--- src/rtl/bf_io_buffer.sv ---
// bf_io_buffer: byte buffering between a control unit and a UART.
// TX path: CPU pushes bytes into a TX FIFO; a drain FSM (IDLE/LAUNCH/HOLD/DRAIN)
// pops one byte at a time and issues a single-cycle start pulse to the UART TX.
// RX path: UART RX strobes bytes into an RX FIFO read by the CPU (show-ahead).
// Optional local echo is enabled by defining BF_IO_ECHO_EN.
// Handshakes: cpu_tx_start_i pushes on any cycle the TX FIFO is not full
// (cpu_tx_busy_o); an RX byte is popped on a cycle where cpu_rx_valid_o and
// cpu_rx_ready_i are both high; uart_rx_valid_i is a one-cycle strobe that is
// never back-pressured (bytes that find the FIFO full are dropped and flagged).
module bf_io_buffer #(
  parameter int TX_DEPTH_LOG2 = 2,
  parameter int RX_DEPTH_LOG2 = 2
) (
  input  logic                     clk_i,
  input  logic                     rst_i,
  input  logic [7:0]               cpu_tx_byte_i,
  input  logic                     cpu_tx_start_i,
  output logic                     cpu_tx_busy_o,
  output logic [7:0]               cpu_rx_byte_o,
  output logic                     cpu_rx_valid_o,
  input  logic                     cpu_rx_ready_i,
  output logic [7:0]               uart_tx_data_o,
  output logic                     uart_tx_start_o,
  input  logic                     uart_tx_busy_i,
  input  logic [7:0]               uart_rx_data_i,
  input  logic                     uart_rx_valid_i,
  output logic [TX_DEPTH_LOG2:0]   tx_level_o,
  output logic [RX_DEPTH_LOG2:0]   rx_level_o,
  output logic                     rx_overflow_o,
  input  logic                     clr_ovf_i
);

  localparam int TXD = 1 << TX_DEPTH_LOG2;
  localparam int RXD = 1 << RX_DEPTH_LOG2;
  localparam logic [TX_DEPTH_LOG2:0]   TX_FULL    = (TX_DEPTH_LOG2+1)'(TXD);
  localparam logic [RX_DEPTH_LOG2:0]   RX_FULL    = (RX_DEPTH_LOG2+1)'(RXD);
  localparam logic [TX_DEPTH_LOG2:0]   TX_CNT_ONE = (TX_DEPTH_LOG2+1)'(1);
  localparam logic [RX_DEPTH_LOG2:0]   RX_CNT_ONE = (RX_DEPTH_LOG2+1)'(1);
  localparam logic [TX_DEPTH_LOG2-1:0] TX_PTR_ONE = TX_DEPTH_LOG2'(1);
  localparam logic [RX_DEPTH_LOG2-1:0] RX_PTR_ONE = RX_DEPTH_LOG2'(1);

  typedef enum logic [1:0] {S_IDLE, S_LAUNCH, S_HOLD, S_DRAIN} state_t;

  logic [7:0]               r_tx_mem [TXD];
  logic [TX_DEPTH_LOG2-1:0] r_tx_wptr, r_tx_rptr;
  logic [TX_DEPTH_LOG2:0]   r_tx_cnt;
  logic [7:0]               r_rx_mem [RXD];
  logic [RX_DEPTH_LOG2-1:0] r_rx_wptr, r_rx_rptr;
  logic [RX_DEPTH_LOG2:0]   r_rx_cnt;
  state_t                   r_state;
  logic                     r_tx_start;
  logic [7:0]               r_tx_data;
  logic                     r_ovf;

  logic       w_tx_full, w_tx_empty, w_tx_push, w_tx_pop;
  logic [7:0] w_tx_din;
  logic       w_rx_full, w_rx_empty, w_rx_push, w_rx_pop, w_ovf_set;

  assign w_tx_full  = (r_tx_cnt == TX_FULL);
  assign w_tx_empty = (r_tx_cnt == '0);
  assign w_rx_full  = (r_rx_cnt == RX_FULL);
  assign w_rx_empty = (r_rx_cnt == '0);

  // RX: a pop frees a slot in the same cycle, so a full FIFO still accepts a byte then.
  assign w_rx_pop  = !w_rx_empty && cpu_rx_ready_i;
  assign w_rx_push = uart_rx_valid_i && (!w_rx_full || w_rx_pop);
  assign w_ovf_set = uart_rx_valid_i && w_rx_full && !w_rx_pop;

`ifdef BF_IO_ECHO_EN
  // Echo only fills a TX slot the CPU is not using this cycle.
  logic w_echo;
  assign w_echo    = w_rx_push && !cpu_tx_start_i && !w_tx_full;
  assign w_tx_push = (cpu_tx_start_i && !w_tx_full) || w_echo;
  assign w_tx_din  = cpu_tx_start_i ? cpu_tx_byte_i : uart_rx_data_i;
`else
  assign w_tx_push = cpu_tx_start_i && !w_tx_full;
  assign w_tx_din  = cpu_tx_byte_i;
`endif

  // The drain FSM pops the head only from IDLE with the UART idle.
  assign w_tx_pop = (r_state == S_IDLE) && !w_tx_empty && !uart_tx_busy_i;

  // TX storage: data array carries no reset, emptiness comes from the count.
  always_ff @(posedge clk_i) begin
    if (w_tx_push) r_tx_mem[r_tx_wptr] <= w_tx_din;
  end

  // TX pointers and occupancy.
  always_ff @(posedge clk_i) begin
    if (rst_i) begin
      r_tx_wptr <= '0;
      r_tx_rptr <= '0;
      r_tx_cnt  <= '0;
    end else begin
      if (w_tx_push) r_tx_wptr <= r_tx_wptr + TX_PTR_ONE;
      if (w_tx_pop)  r_tx_rptr <= r_tx_rptr + TX_PTR_ONE;
      case ({w_tx_push, w_tx_pop})
        2'b10:   r_tx_cnt <= r_tx_cnt + TX_CNT_ONE;
        2'b01:   r_tx_cnt <= r_tx_cnt - TX_CNT_ONE;
        default: r_tx_cnt <= r_tx_cnt;
      endcase
    end
  end

  // Drain FSM: launch one byte, hold a cycle for UART busy latency, wait out busy.
  always_ff @(posedge clk_i) begin
    if (rst_i) begin
      r_state    <= S_IDLE;
      r_tx_start <= 1'b0;
      r_tx_data  <= 8'h00;
    end else begin
      r_tx_start <= 1'b0;
      case (r_state)
        S_IDLE: begin
          if (w_tx_pop) begin
            r_state    <= S_LAUNCH;
            r_tx_start <= 1'b1;
            r_tx_data  <= r_tx_mem[r_tx_rptr];
          end
        end
        S_LAUNCH: r_state <= S_HOLD;
        S_HOLD:   r_state <= S_DRAIN;
        S_DRAIN:  if (!uart_tx_busy_i) r_state <= S_IDLE;
        default:  r_state <= S_IDLE;
      endcase
    end
  end

  // RX storage.
  always_ff @(posedge clk_i) begin
    if (w_rx_push) r_rx_mem[r_rx_wptr] <= uart_rx_data_i;
  end

  // RX pointers and occupancy.
  always_ff @(posedge clk_i) begin
    if (rst_i) begin
      r_rx_wptr <= '0;
      r_rx_rptr <= '0;
      r_rx_cnt  <= '0;
    end else begin
      if (w_rx_push) r_rx_wptr <= r_rx_wptr + RX_PTR_ONE;
      if (w_rx_pop)  r_rx_rptr <= r_rx_rptr + RX_PTR_ONE;
      case ({w_rx_push, w_rx_pop})
        2'b10:   r_rx_cnt <= r_rx_cnt + RX_CNT_ONE;
        2'b01:   r_rx_cnt <= r_rx_cnt - RX_CNT_ONE;
        default: r_rx_cnt <= r_rx_cnt;
      endcase
    end
  end

  // Sticky overflow flag; a clear wins over a same-cycle drop.
  always_ff @(posedge clk_i) begin
    if (rst_i)          r_ovf <= 1'b0;
    else if (clr_ovf_i) r_ovf <= 1'b0;
    else if (w_ovf_set) r_ovf <= 1'b1;
  end

  assign cpu_tx_busy_o   = w_tx_full;
  assign cpu_rx_byte_o   = r_rx_mem[r_rx_rptr];
  assign cpu_rx_valid_o  = !w_rx_empty;
  assign uart_tx_data_o  = r_tx_data;
  assign uart_tx_start_o = r_tx_start;
  assign tx_level_o      = r_tx_cnt;
  assign rx_level_o      = r_rx_cnt;
  assign rx_overflow_o   = r_ovf;

endmodule

--- config.mk ---
export PLATFORM = sky130hd
export DESIGN_NAME = bf_io_buffer
export DESIGN_NICKNAME = d
export VERILOG_FILES = /design/src/rtl/bf_io_buffer.sv
export SDC_FILE = /design/constraint.sdc
export NUM_CORES = 1
export LEC_CHECK = 0
export BUFFER_PORTS_ARGS = -buffer_cell sky130_fd_sc_hd__buf_2
export CAP_MARGIN = 0
export CORE_MARGIN = 5
export CORE_UTILIZATION = 30
export DETAILED_ROUTE_END_ITERATION = 16
export GPL_TIMING_DRIVEN = 0
export HOLD_SLACK_MARGIN = 0.08
export PLACE_DENSITY_LB_ADDON = 0.05
export SLEW_MARGIN = 25
export SYNTH_ARGS = -nofsm -noshare
export SYNTH_HDL_FRONTEND = slang
export SYNTH_SLANG_ARGS = --single-unit
--- constraint.sdc ---
create_clock -name clk_i -period 3.9 [get_ports clk_i]
set_input_delay 0.585 -clock clk_i [delete_from_list [all_inputs] [get_ports clk_i]]
set_output_delay 0.585 -clock clk_i [all_outputs]
set_load 0.02 [all_outputs]
### Word level (Yosys, flattened, before mapping)

Memories as Yosys holds them, arrays and structs flattened. A register that Yosys moved wholly into a read port is not among the register bits.
Cells that the tools add are included.

| storage, ports and cells | value |
|---|---|
| flip-flop bits (word level) | 18 |
| input port bits | 23 |
| word-level logic and storage cells | 66 |
| memories | 2 |
| RAM bits | 64 |
| output and inout port bits | 26 |

Memory list:

| name | words | bits a word | rd ports | clocked after Yosys merged registers in | wr ports | RTL line | RTL |
|---|---|---|---|---|---|---|---|
| r_rx_mem | 4 | 8 | 1 | 1 | 1 | 47 | `logic [7:0] r_rx_mem [RXD];` |
| r_tx_mem | 4 | 8 | 1 | 1 | 1 | 44 | `logic [7:0] r_tx_mem [TXD];` |

| operators by class | value |
|---|---|
| mux-type cells | 12 |
| equality and inequality tests | 11 |
| add/subtract/negate cells | 8 |
| reductions and logical operators | 23 |
| bitwise gates (word level) | 1 |

Operator list:

| kind | count |
|---|---|
| $pmux 3 s2 | 2 |
| $add 2x1->2 const B | 4 |
| $eq 2x2->1 const B | 4 |
| $mux 2 | 4 |
| $pmux 2 s4 | 1 |
| $logic_and 1x1->1 | 7 |
| $add 3x1->3 const B | 2 |
| $eq 2x1->1 const B | 3 |
| $eq 3x3->1 const B | 2 |
| $logic_not 1->1 | 6 |
| $logic_not 3->1 | 2 |
| $sub 3x1->3 const B | 2 |
| $mux 1 | 5 |
| $ne 2x2->1 const B | 2 |
| $reduce_and 2->1 | 2 |
| $reduce_bool 2->1 | 2 |
| $reduce_or 2->1 | 2 |
| $logic_not 2->1 | 1 |
| $logic_or 1x1->1 | 1 |
| $not 1->1 | 1 |

### Logic depth before layout (Yosys ltp)

Gate-level depths: netlist of run 1.

| depth | value |
|---|---|
| depth in word-level cells | 7 |
| depth in mapped cells | 10 |
| gate-level depth less buffers | 9 |

### Worst setup path after synthesis of run 1

Ideal clock, no wire load.

| timing | value |
|---|---|
| path type | register to register |
| from | register r_tx_cnt[2], in the netlist tx_level_o[2] |
| to | register r_tx_cnt[2], in the netlist tx_level_o[2] |
| library setup time | 0.070 ns |
| arrival time | 2.567 ns |
| buffers on the path | 1 |
| required time | 3.830 ns |
| period minus slack after synthesis | 2.637 ns |
| path slack | 1.263 ns |
| cell stages (with the launch flop) | 11 |
| cells stage by stage | dfxtp_1 -> nor3b_1 -> nor2b_1 -> clkbuf_1 -> inv_1 -> ha_1 -> inv_1 -> fa_1 -> xor2_1 -> or3_1 -> a21oi_1 |

| between the ends | value |
|---|---|
| elaborated cells between the ends (all ways) | 13 |
| those cells by class | 2 x add/sub; 3 x eq/ne; 1 x mux; 7 x reduce/logical |

RTL lines:

| item | RTL line | RTL |
|---|---|---|
| start: declaration | 46 | `logic [TX_DEPTH_LOG2:0] r_tx_cnt;` |
| start signal: assignment | 98 | `2'b10: r_tx_cnt <= r_tx_cnt + TX_CNT_ONE;` |
| start signal: assignment | 99 | `2'b01: r_tx_cnt <= r_tx_cnt - TX_CNT_ONE;` |
| start signal: assignment | 100 | `default: r_tx_cnt <= r_tx_cnt;` |
| $eq 3x3->1 * | 59 | `assign w_tx_full = (r_tx_cnt == TX_FULL);` |
| net cpu_tx_busy_o | 18 | `output logic cpu_tx_busy_o,` |
| $logic_not 1->1 * | 76 | `assign w_tx_push = cpu_tx_start_i && !w_tx_full;` |
| $logic_and 1x1->1 * | 76 |  |
| $eq 2x1->1 / $eq 2x2->1 (equally long branches) | 97 | `case ({w_tx_push, w_tx_pop})` |
| $pmux 3 s2 / $reduce_bool 2->1 (equally long branches) | -- |  |

Mark *: on every way through the listed nets, which the timed path passes. The rest lies on a longest branch.
A chain may end at the register's enable or synchronous reset.

### Final worst setup path of run 1

| timing | value |
|---|---|
| from | register r_state[0] |
| to | register r_tx_cnt[2], in the netlist tx_level_o[2] |

| between the ends | value |
|---|---|
| cells in the longest elaborated chain, start to end | 5 |
| elaborated cells between the ends (all ways) | 7 |
| those cells by class | 2 x eq/ne; 1 x mux; 4 x reduce/logical |

RTL lines:

| item | RTL line | RTL |
|---|---|---|
| start: declaration | 50 | `state_t r_state;` |
| start signal: assignment | 108 | `r_state <= S_IDLE;` |
| start signal: assignment | 116 | `r_state <= S_LAUNCH;` |
| start signal: assignment | 121 | `S_LAUNCH: r_state <= S_HOLD;` |
| $logic_not 2->1 * | 81 | `assign w_tx_pop = (r_state == S_IDLE) && !w_tx_empty && !uart_tx_busy_i;` |
| $logic_and 1x1->1 * (2 in series) | 81 |  |
| net w_tx_pop | 55 | `logic w_tx_full, w_tx_empty, w_tx_push, w_tx_pop;` |
| $eq 2x1->1 / $eq 2x2->1 (equally long branches) | 97 |  |
| $pmux 3 s2 / $reduce_bool 2->1 (equally long branches) | -- |  |

Marked as above.

==> results.yml, run 1 <==
final_layout:
  ff_latch_area_mm2: 0.00248
  nNetsFinal: 329
  multi_input_area_mm2: 0.00115
  drive_gt1_share_pct: 29.7
  antenna_cells: 0
  layout-area-overhead-vs-synth_pct: 19.6
  design_area_mm2: 0.00448
  num-fill-cells: 1199
setup_path:
  path_class: "flip-flop to flip-flop"
  crit-reg2reg-launch: "r_state[0]$_SDFFE_PP0P_"
  worst_ep_arrival_time_ns: 2.70
  path_max_fanout: 10
  regToRegEndpoint: "tx_level_o[2]$_SDFFE_PP0P_"
  cp-start-kind: "flip-flop"
  timing.critical_path.from: "r_state[0]$_SDFFE_PP0P_"
  timing.critical_path.to_type: "flip-flop"
  setup.reg_to_reg.worst_slack_ns: 1.48
  r2r_cells: 10
  critical_path_required_ns: 4.17
placement:
  place.port_buffers: 46
  replace_congestion: 0.703
  place_hpwl_um: 4560
  detailed_place.area_mm2: 0.00418
  setup_slack_after_placement_ns: 1.34
floorplanning:
  placement_rows: 40
  die_y_um: 122
  die_x_um: 122
  io_pins: 49
  coreArea_mm2: 0.0121
  initial_core_utilization_pct: 30.9
  fp.dieArea_mm2: 0.0148
pwr:
  seq_power_share_pct: 44.2
  power_leakage_nw: 1.64
  power.share.clock_pct: 30.3
  power_report.internal_total_mw: 1.98
  p_per_area_mw_per_mm2: 627
  vdd_ir_drop_max_mv: 0.318
  swShare_pct: 29.3
  switching_power_uw: 823
  share_comb_of_total_power_pct: 25.5
sta:
  final-setup-viol-count: 0
  fraction_of_the_cycle_the_final_worst_path_needs_pct: 62.1
  worstMarginPinSlew_ns: 0.627
  timing_max_transition_violations_final: 0
  fin_setup_tns_ns: 0
  postLayoutSetupSlackWorst_ns: 1.48
  fmax_mhz: 413
  finalClockSkew_ns: 0.00586
  finalHoldViolCount: 0
  slew_headroom_pct: 58.2
  grt_setup_unrepaired: "false"
  post-route-min-period_ns: 2.42
drt:
  drt.antenna.violating_nets: 0
  route.detailed.wl_per_inst_um: 14.7
  drt-pass1-iter-count: 4
  drt_first_iter_violations: 147
  vias: 1963
  viasPerCell: 4.23
  drt_wl_total_um: 6830
  drcViolationCount: 0
clock_network:
  clk_path_buf_depth: 2
  post_cts_hold_fix_bufs: 0
  cts.htree.levels: 3
  post_cts_setup_driven_buffer_insertion_count: 0
  post_cts_resized: 0
  cts.sink_count: 92
  tritoncts: "built"
  root_buffer: "clkbuf_16"
  cts_bufs_inserted: 9
  worst_setup_hold_path_clk_slew_ns: 0.07
  clkLatencyLatePin_ns: 0.34
grt:
  vias_in_the_first_global_route: 2018
  grt_max_degree: 16
  grt_first_pass_wirelength_um: 11100
  antenna_violations_before_repair: 0
  grt.overflow.total: 0
  grt.total_usage_pct: 10.2
synthesis:
  netlist_top_cells_area: "edfxtp_1, dfxtp_1, mux4_2"
  post_synth_instance_area_mm2: 0.00374
  syn_area_per_cell_um2: 16.0
  yosys_warnings: 0
  yosys_register_bits: 92
  synth_sequential_area_ratio_pct: 66.3
  netlist_instances: 234
  yosysUniqueCellTypes: 39
  synth_top_cell_area_share_pct: 51.4
  netlist.top_cell.by_area: "edfxtp_1"
  synth_fp_nets: 272
min_path:
  min_delay_path_depth: 2
  hold_path_startpoint: "clr_ovf_i"
  hold_path_endpoint: "rx_overflow_o$_SDFFE_PP0P_"
  worstHoldPathType: "input pin to flip-flop"
outcome:
  status: "finished clean"
job:
  max_cap_viol_count: 0
[cells in the mapped netlist, drive strengths merged]
library cell and instances:
a211oi 2, a21o 1, a21oi 3, a221oi 1
a2bb2oi 1, and2 8, and3 1, buf 7
clkbuf 4, dfxtp 28, edfxtp 64, fa 2
ha 13, inv 13, mux2 1, mux2i 11
mux4 16, nand2 1, nand2b 1, nand3 1
nor2 28, nor2b 4, nor3 2, nor3b 2
nor4b 1, nor4bb 1, o211ai 1, o21ai 2
o31a 2, or3 2, xnor2 5, xor2 5
[power by group through the flow]
stage	clock, mW	sequential [mW]	combinational (mW)
3_5_place_dp	0	1.26	0.737
4_1_cts	0.887	1.24	0.740
5_1_grt	0.929	1.26	0.808
6_report	0.850	1.24	0.716
2_1_floorplan	0	1.30	0.492
3_3_place_gp	0	1.26	0.739
[layer usage]
layer | wire [um] | share of wire, % | track usage [%]
met3 | 354 | 5.2 | 4.04
met2 | 3400 | 50 | 16.5
met5 | 0 | 0 | 0
met1 | 2950 | 43 | 12.0
met4 | 127 | 1.9 | 4.20
[sequential cells by signal, indices dropped and copies added (netlist names), named ones only]
| register | flops |
|---|---|
| uart_tx_start_o | 1 |
| r_tx_wptr | 2 |
| rx_overflow_o | 1 |
| tx_level_o | 3 |
| r_state | 2 |
| r_tx_rptr | 2 |
| r_rx_mem | 32 |
| r_rx_wptr | 2 |
| r_tx_mem | 32 |
| r_rx_rptr | 2 |
| rx_level_o | 3 |
| uart_tx_data_o | 8 |
[worst max-delay path: stages, from the launching register on]
cell and delay [ns]:
dfxtp_1 0.33, inv_1 0.10, ha_1 0.19, nor3b_2 0.22
buf_4 0.27, ha_1 0.22, inv_1 0.06, fa_1 0.38
xor2_1 0.16, or3_1 0.30, a21oi_1 0.14
[layout make-up]
| cell class | instances | area share [%] |
|---|---|---|
| clock buffers | 9 | 5.03 |
| flip-flops and latches | 92 | 55.5 |
| inverters | 13 | 1.09 |
| multi-input cells | 118 | 25.8 |
| clock inverters | 7 | 1.51 |
| plain buffers | 11 | 1.26 |
| repair buffers | 46 | 5.14 |
| well taps | 168 | 4.70 |
[worst max path at each step]
stage | endpoint | cells past startpoint
2_1_floorplan | tx_level_o[2]$_SDFFE_PP0P_ | 10
3_3_place_gp | tx_level_o[2]$_SDFFE_PP0P_ | 9
3_5_place_dp | tx_level_o[2]$_SDFFE_PP0P_ | 9
4_1_cts | tx_level_o[2]$_SDFFE_PP0P_ | 10
5_1_grt | tx_level_o[2]$_SDFFE_PP0P_ | 10
6_report | tx_level_o[2]$_SDFFE_PP0P_ | 10
[kinds of logic (layout without fill, tap and decap cells)]
group,count (synthesis),after routing,share of synthesized area [%]
AOI/OAI and AO/OA,13,13,2.61
xor gates and xnor gates,10,10,2.34
adders and majority gates,15,15,5.42
buffers and inverters,24,86,2.81
DFF,92,92,66.3
muxes,28,28,12.9
and+or+nand+nor,52,52,7.62
[layout by cell type, fill, tap and decap left out, types with 2 or more instances in the layout]
cell type,instances
mux2i_1,11
edfxtp_1,64
buf_2,49
nor3_1,2
a21oi_1,3
inv_1,13
nor2b_1,4
clkinv_4,2
nor2_1,27
clkbuf_16,9
xor2_1,5
clkinv_1,2
xnor2_1,5
dfxtp_1,28
fa_1,2
a211oi_1,2
mux4_2,16
and2_1,8
ha_1,13
buf_1,2
clkbuf_1,4
o21ai_0,2
[metrics by stage]
step                power (mW)  hold WS, ns  std cells  utilization, %
floorplan                 1.79        0.485        234               -
detailed placement        2.00        0.479        448            34.5
CTS                       2.87        0.378        464            37.0
global route              2.99        0.389        464            37.0
finish                    2.81        0.400        464            37.0
global placement          2.00        0.472        448            34.5
No activity file was read; power rests on OpenSTA's default activity.
==> run 2, diff against run 1 <==
--- a/config.mk
+++ b/config.mk
@@ -5,6 +5,7 @@
 export SDC_FILE = /design/constraint.sdc
 export NUM_CORES = 1
 export LEC_CHECK = 0
+export ABC_AREA = 1
 export BUFFER_PORTS_ARGS = -buffer_cell sky130_fd_sc_hd__buf_2
 export CAP_MARGIN = 0
 export CORE_MARGIN = 5
==> constraint.sdc (replaced) <==
create_clock -name clk_i -period 2.4 [get_ports clk_i]
set_input_delay 0.36 -clock clk_i [delete_from_list [all_inputs] [get_ports clk_i]]
set_output_delay 0.36 -clock clk_i [all_outputs]
set_load 0.02 [all_outputs]
==> results.yml, run 2 <==
min_path:
  worstHoldPathType: "input pin to flip-flop"
  min_delay_path_depth: 2
  hold_path_endpoint: "rx_overflow_o$_SDFFE_PP0P_"
  hold_path_startpoint: "clr_ovf_i"
synthesis:
  synth_fp_nets: 379
  yosysUniqueCellTypes: 25
  syn_area_per_cell_um2: 11.2
  netlist_instances: 341
  netlist_top_cells_area: "edfxtp_1, dfxtp_1, nor2_1"
  synth_edf_count: 64
  dominantRegCellSynth: "edfxtp_1"
  ys_async_sr_fraction_pct: 0
  netlist.top_cell.by_area: "edfxtp_1"
  post_synth_instance_area_mm2: 0.00380
  synth.cells.most_frequent: "nor2_1, edfxtp_1, o21ai_0"
  synth_top_cell_area_share_pct: 50.5
  synthMostInstantiatedCell: "nor2_1"
  yosys_warnings: 0
  yosys_register_bits: 92
  synth_sequential_area_ratio_pct: 65.3
setup_path:
  cp-start-kind: "flip-flop"
  regToRegEndpoint: "tx_level_o[2]$_SDFFE_PP0P_"
  crit-reg2reg-launch: "r_state[0]$_SDFFE_PP0P_"
  critical_path_required_ns: 2.63
  worst_ep_arrival_time_ns: 2.35
  timing.critical_path.to_type: "flip-flop"
  timing.critical_path.from: "r_state[0]$_SDFFE_PP0P_"
  path_class: "flip-flop to flip-flop"
  path_max_fanout: 10
  r2r_cells: 11
  setup.reg_to_reg.worst_slack_ns: 0.28
floorplanning:
  initial_core_utilization_pct: 30.4
  die_y_um: 123
  die_x_um: 123
  fp.dieArea_mm2: 0.0150
  coreArea_mm2: 0.0125
  io_pins: 49
  placement_rows: 41
grt:
  vias_in_the_first_global_route: 2554
  grt.overflow.total: 0
  grt.total_usage_pct: 12.2
  grt_first_pass_wirelength_um: 13400
  antenna_violations_before_repair: 0
  grt_max_degree: 16
drt:
  route.detailed.wl_per_inst_um: 14.4
  drt-pass1-iter-count: 4
  drt_first_iter_violations: 148
  drt_wl_total_um: 8310
  drt.antenna.violating_nets: 0
  drcViolationCount: 0
  viasPerCell: 4.33
  vias: 2496
placement:
  place.port_buffers: 48
  setup_slack_after_placement_ns: 0.219
  place_hpwl_um: 5610
  replace_congestion: 0.718
final_layout:
  multi_input_area_mm2: 0.00112
  final_core_utilization_pct: 36.6
  drive_gt1_share_pct: 23.0
  nNetsFinal: 438
  mostFrequentLayoutCells: "nor2_1, edfxtp_1, buf_2"
  layout-area-overhead-vs-synth_pct: 20.5
  num-fill-cells: 1284
  antenna_cells: 0
  ff_latch_area_mm2: 0.00248
  final_common_cell: "nor2_1"
sta:
  slew_headroom_pct: 41.6
  finalClockSkew_ns: 0.00553
  timing_max_transition_violations_final: 0
  fraction_of_the_cycle_the_final_worst_path_needs_pct: 88.5
  post-route-min-period_ns: 2.12
  fin_setup_tns_ns: 0
  grt_setup_unrepaired: "false"
  worstMarginPinSlew_ns: 0.873
  final-setup-viol-count: 0
  postLayoutSetupSlackWorst_ns: 0.276
  fmax_mhz: 471
  finalHoldViolCount: 0
pwr:
  swShare_pct: 32.2
  share_comb_of_total_power_pct: 26.4
  power_report.internal_total_mw: 3.27
  switching_power_mw: 1.56
  power_leakage_nw: 1.80
  vdd_ir_drop_max_mv: 0.372
  seq_power_share_pct: 41.8
  p_per_area_mw_per_mm2: 1050
  power.share.clock_pct: 31.8
clock_network:
  cts.sink_count: 92
  root_buffer: "clkbuf_16"
  worst_setup_hold_path_clk_slew_ns: 0.06
  post_cts_hold_fix_bufs: 0
  clkLatencyLatePin_ns: 0.34
  cts.htree.levels: 3
  clk_path_buf_depth: 2
  tritoncts: "built"
  cts_bufs_inserted: 9
outcome:
  status: "finished clean"
job:
  max_cap_viol_count: 0
## run 2: cell count changes in the layout (fill, tap and decap cells not counted), sizes merged, moves of 4 or more
cell,previous run,this run
o21ai,2,60
xor2,5,1
mux4,16,0
nor2,28,78
nor2b,4,0
mux2i,11,0
xnor2,5,0
nand3,1,11
o22ai,0,8
buf,53,58
and2,8,0
nand2,1,15
a21oi,3,16
inv,13,33
## run 2: cell type report
type | instances | area share [%]
plain buffers | 10 | 1.53
clock buffers | 12 | 5.38
clock inverters | 4 | 1.61
inverters | 33 | 2.81
multi-input cells | 206 | 24.5
flip-flops and latches | 92 | 54.2
well taps | 172 | 4.70
repair buffers | 48 | 5.24
## run 2: kinds of logic after synthesis
| family | share of synthesized area, % |
|---|---|
| AND/OR/NAND/NOR | 12.0 |
| flip-flops | 65.3 |
| AO/OA/AOI/OAI | 12.0 |
| buffers and inverters | 5.16 |
| adder cells (fa/ha/maj) | 5.33 |
| XOR/XNOR | 0.230 |
## run 2: power by group through the flow
stage / Clock, mW / Combinational (mW) / Sequential [mW]
after floorplan: 0 / 0.795 / 2.13
after global placement: 0 / 1.30 / 2.05
after detailed placement: 0 / 1.30 / 2.06
after CTS: 1.59 / 1.31 / 2.02
after global routing: 1.66 / 1.45 / 2.04
final: 1.53 / 1.28 / 2.02
## run 2: critical path, cell delays in order, from the launching register on
cell	delay [ns]
dfxtp_1	0.33
inv_1	0.11
ha_1	0.19
nand3_2	0.18
inv_4	0.16
ha_1	0.15
inv_1	0.06
fa_1	0.37
a21oi_1	0.14
o21ai_0	0.12
o21ai_1	0.14
a21oi_1	0.05
## run 2: per-layer routing
metal	global-route usage [%]	vias up	share of wire, %	wire length, um
li1	-	1287	-	-
met1	14.6	1151	44	3660
met2	19.9	46	49	4070
met3	4.10	12	5.0	415
met4	5.25	0	2.0	164
met5	0	-	0	0
## run 2: worst max path at each step
| stage | end | slack, ns | depth (start not counted) |
|---|---|---|---|
| after floorplan | tx_level_o[2]$_SDFFE_PP0P_ | 0.44 | 11 |
| after global placement | tx_level_o[2]$_SDFFE_PP0P_ | 0.22 | 11 |
| after detailed placement | tx_level_o[2]$_SDFFE_PP0P_ | 0.22 | 11 |
| after CTS | tx_level_o[2]$_SDFFE_PP0P_ | 0.20 | 11 |
| after global routing | tx_level_o[2]$_SDFFE_PP0P_ | 0.04 | 11 |
| final | tx_level_o[2]$_SDFFE_PP0P_ | 0.28 | 11 |
## run 2: timing repair
| item | CTS | global route |
|---|---|---|
| setup endpoints to repair | 0 | 1 |
| buffers inserted | 0 | 0 |
| resized for setup | 0 | 2 |
| hold endpoints to repair | 0 | 0 |
## run 2: stage by stage
step                      cell area [um^2]  total power, mW  std cells  hold WS, ns
after global routing                  4580             5.15        577        0.150
after detailed placement              4260             3.36        561        0.464
after CTS                             4580             4.92        577        0.145
after global placement                4260             3.35        561        0.452
after floorplan                       3800             2.93        341        0.429
final                                 4580             4.83        577        0.166
==> run 3, diff against run 2 <==
--- a/config.mk
+++ b/config.mk
@@ -9,7 +9,7 @@
 export BUFFER_PORTS_ARGS = -buffer_cell sky130_fd_sc_hd__buf_2
 export CAP_MARGIN = 0
 export CORE_MARGIN = 5
-export CORE_UTILIZATION = 30
+export CORE_UTILIZATION = 42
 export DETAILED_ROUTE_END_ITERATION = 16
 export GPL_TIMING_DRIVEN = 0
 export HOLD_SLACK_MARGIN = 0.08
==> results.yml, run 3 (synthesis gave the netlist of run 2 again) <==
outcome:
  status: "finished clean"
clock_network:
  cts.htree.levels: 3
  clk_path_buf_depth: 2
  worst_setup_hold_path_clk_slew_ns: 0.09
  post_cts_resized: 0
  post_cts_hold_fix_bufs: 0
  post_cts_setup_driven_buffer_insertion_count: 0
  cts_bufs_inserted: 9
  cts.sink_count: 92
  clkLatencyLatePin_ns: 0.36
  tritoncts: "built"
  root_buffer: "clkbuf_8"
sta:
  timing_max_transition_violations_final: 0
  slew_headroom_pct: 46.0
  grt_setup_unrepaired: "false"
  hold_ws_ns: 0.144
  finalClockSkew_ns: 0.0123
  fin_setup_tns_ns: 0
  fmax_mhz: 466
  final-setup-viol-count: 0
  postLayoutSetupSlackWorst_ns: 0.252
  worstMarginPinSlew_ns: 0.806
  fraction_of_the_cycle_the_final_worst_path_needs_pct: 89.5
  finalHoldViolCount: 0
  post-route-min-period_ns: 2.15
grt:
  grt.total_usage_pct: 14.1
  grt.overflow.total: 0
  antenna_violations_before_repair: 0
  grt_first_pass_wirelength_um: 12200
  vias_in_the_first_global_route: 2516
  grt_max_degree: 17
pwr:
  design_power_total_mw: 4.31
  power_leakage_nw: 1.74
  p_per_area_mw_per_mm2: 984
  vdd_ir_drop_max_mv: 0.359
drt:
  drcViolationCount: 0
  vias: 2525
  viasPerCell: 4.92
  drt-pass1-iter-count: 4
  route.detailed.wl_per_inst_um: 14.4
  drt.antenna.violating_nets: 0
  drt_first_iter_violations: 76
  drt_wl_total_um: 7400
floorplanning:
  io_pins: 49
  coreArea_mm2: 0.00876
  placement_rows: 34
  die_y_um: 105
  die_x_um: 105
  initial_core_utilization_pct: 43.4
  fp.dieArea_mm2: 0.0111
placement:
  place_hpwl_um: 5110
  place.port_buffers: 48
  setup_slack_after_placement_ns: 0.235
  dp_cell_count: 497
  replace_congestion: 0.709
  detailed_place.area_mm2: 0.00418
setup_path:
  critical_path_required_ns: 2.65
  path_class: "flip-flop to flip-flop"
  worst_ep_arrival_time_ns: 2.39
  cp-start-kind: "flip-flop"
  path_max_fanout: 10
  timing.critical_path.to_type: "flip-flop"
  setup.reg_to_reg.worst_slack_ns: 0.25
final_layout:
  final_cells: 513
  layout-area-overhead-vs-synth_pct: 15.1
  final_core_utilization_pct: 50.0
  antenna_cells: 0
  mostFrequentLayoutCells: "nor2_1, edfxtp_1, buf_2"
  design_area_mm2: 0.00438
  nNetsFinal: 438
  final_common_cell: "nor2_1"
  drive_gt1_share_pct: 23.2
job:
  max_cap_viol_count: 0
min_path:
  worstHoldPathType: "input pin to flip-flop"
## run 3: worst max-delay path: stages (launching register included)
cell and delay [ns]:
dfxtp_1 0.34, inv_1 0.10, ha_1 0.19, nand3_2 0.16
inv_2 0.19, ha_1 0.17, inv_1 0.06, fa_1 0.37
a21oi_1 0.14, o21ai_0 0.11, o21ai_0 0.16, a21oi_1 0.05
## run 3: metal layers
layer,part of all wire (%),GRT usage (%)
met1,45,16.3
met4,1.2,4.84
met3,4.4,4.56
met2,50,24.5
met5,0,0
## run 3: worst paths after layout
check,startpoint,endpoint,depth (start not counted)
min,clr_ovf_i,rx_overflow_o$_SDFFE_PP0P_,2
max,r_state[0]$_SDFFE_PP0P_,tx_level_o[2]$_SDFFE_PP0P_,11
max reg2reg,r_state[0]$_SDFFE_PP0P_,tx_level_o[2]$_SDFFE_PP0P_,11
min reg2reg,r_rx_rptr[1]$_SDFFE_PP0N_,r_rx_rptr[1]$_SDFFE_PP0N_,2
## run 3: power breakdown
part | switching [mW] | leakage [nW] | internal, mW
Combinational | 0.831 | 0.826 | 0.418
Sequential | 0.104 | 0.817 | 1.91
Clock | 0.558 | 0.0935 | 0.491
Total | 1.49 | 1.74 | 2.82
## run 3: final cells by class
| type | count | area [um^2] |
|---|---|---|
| multi-input combinational | 206 | 1120 |
| clock inverter | 6 | 71.3 |
| timing repair buffer | 48 | 240 |
| sequential | 92 | 2480 |
| buffer | 10 | 70.1 |
| inverter | 33 | 126 |
| fill | 841 | 4390 |
| clock buffer | 10 | 128 |
| tap | 108 | 135 |
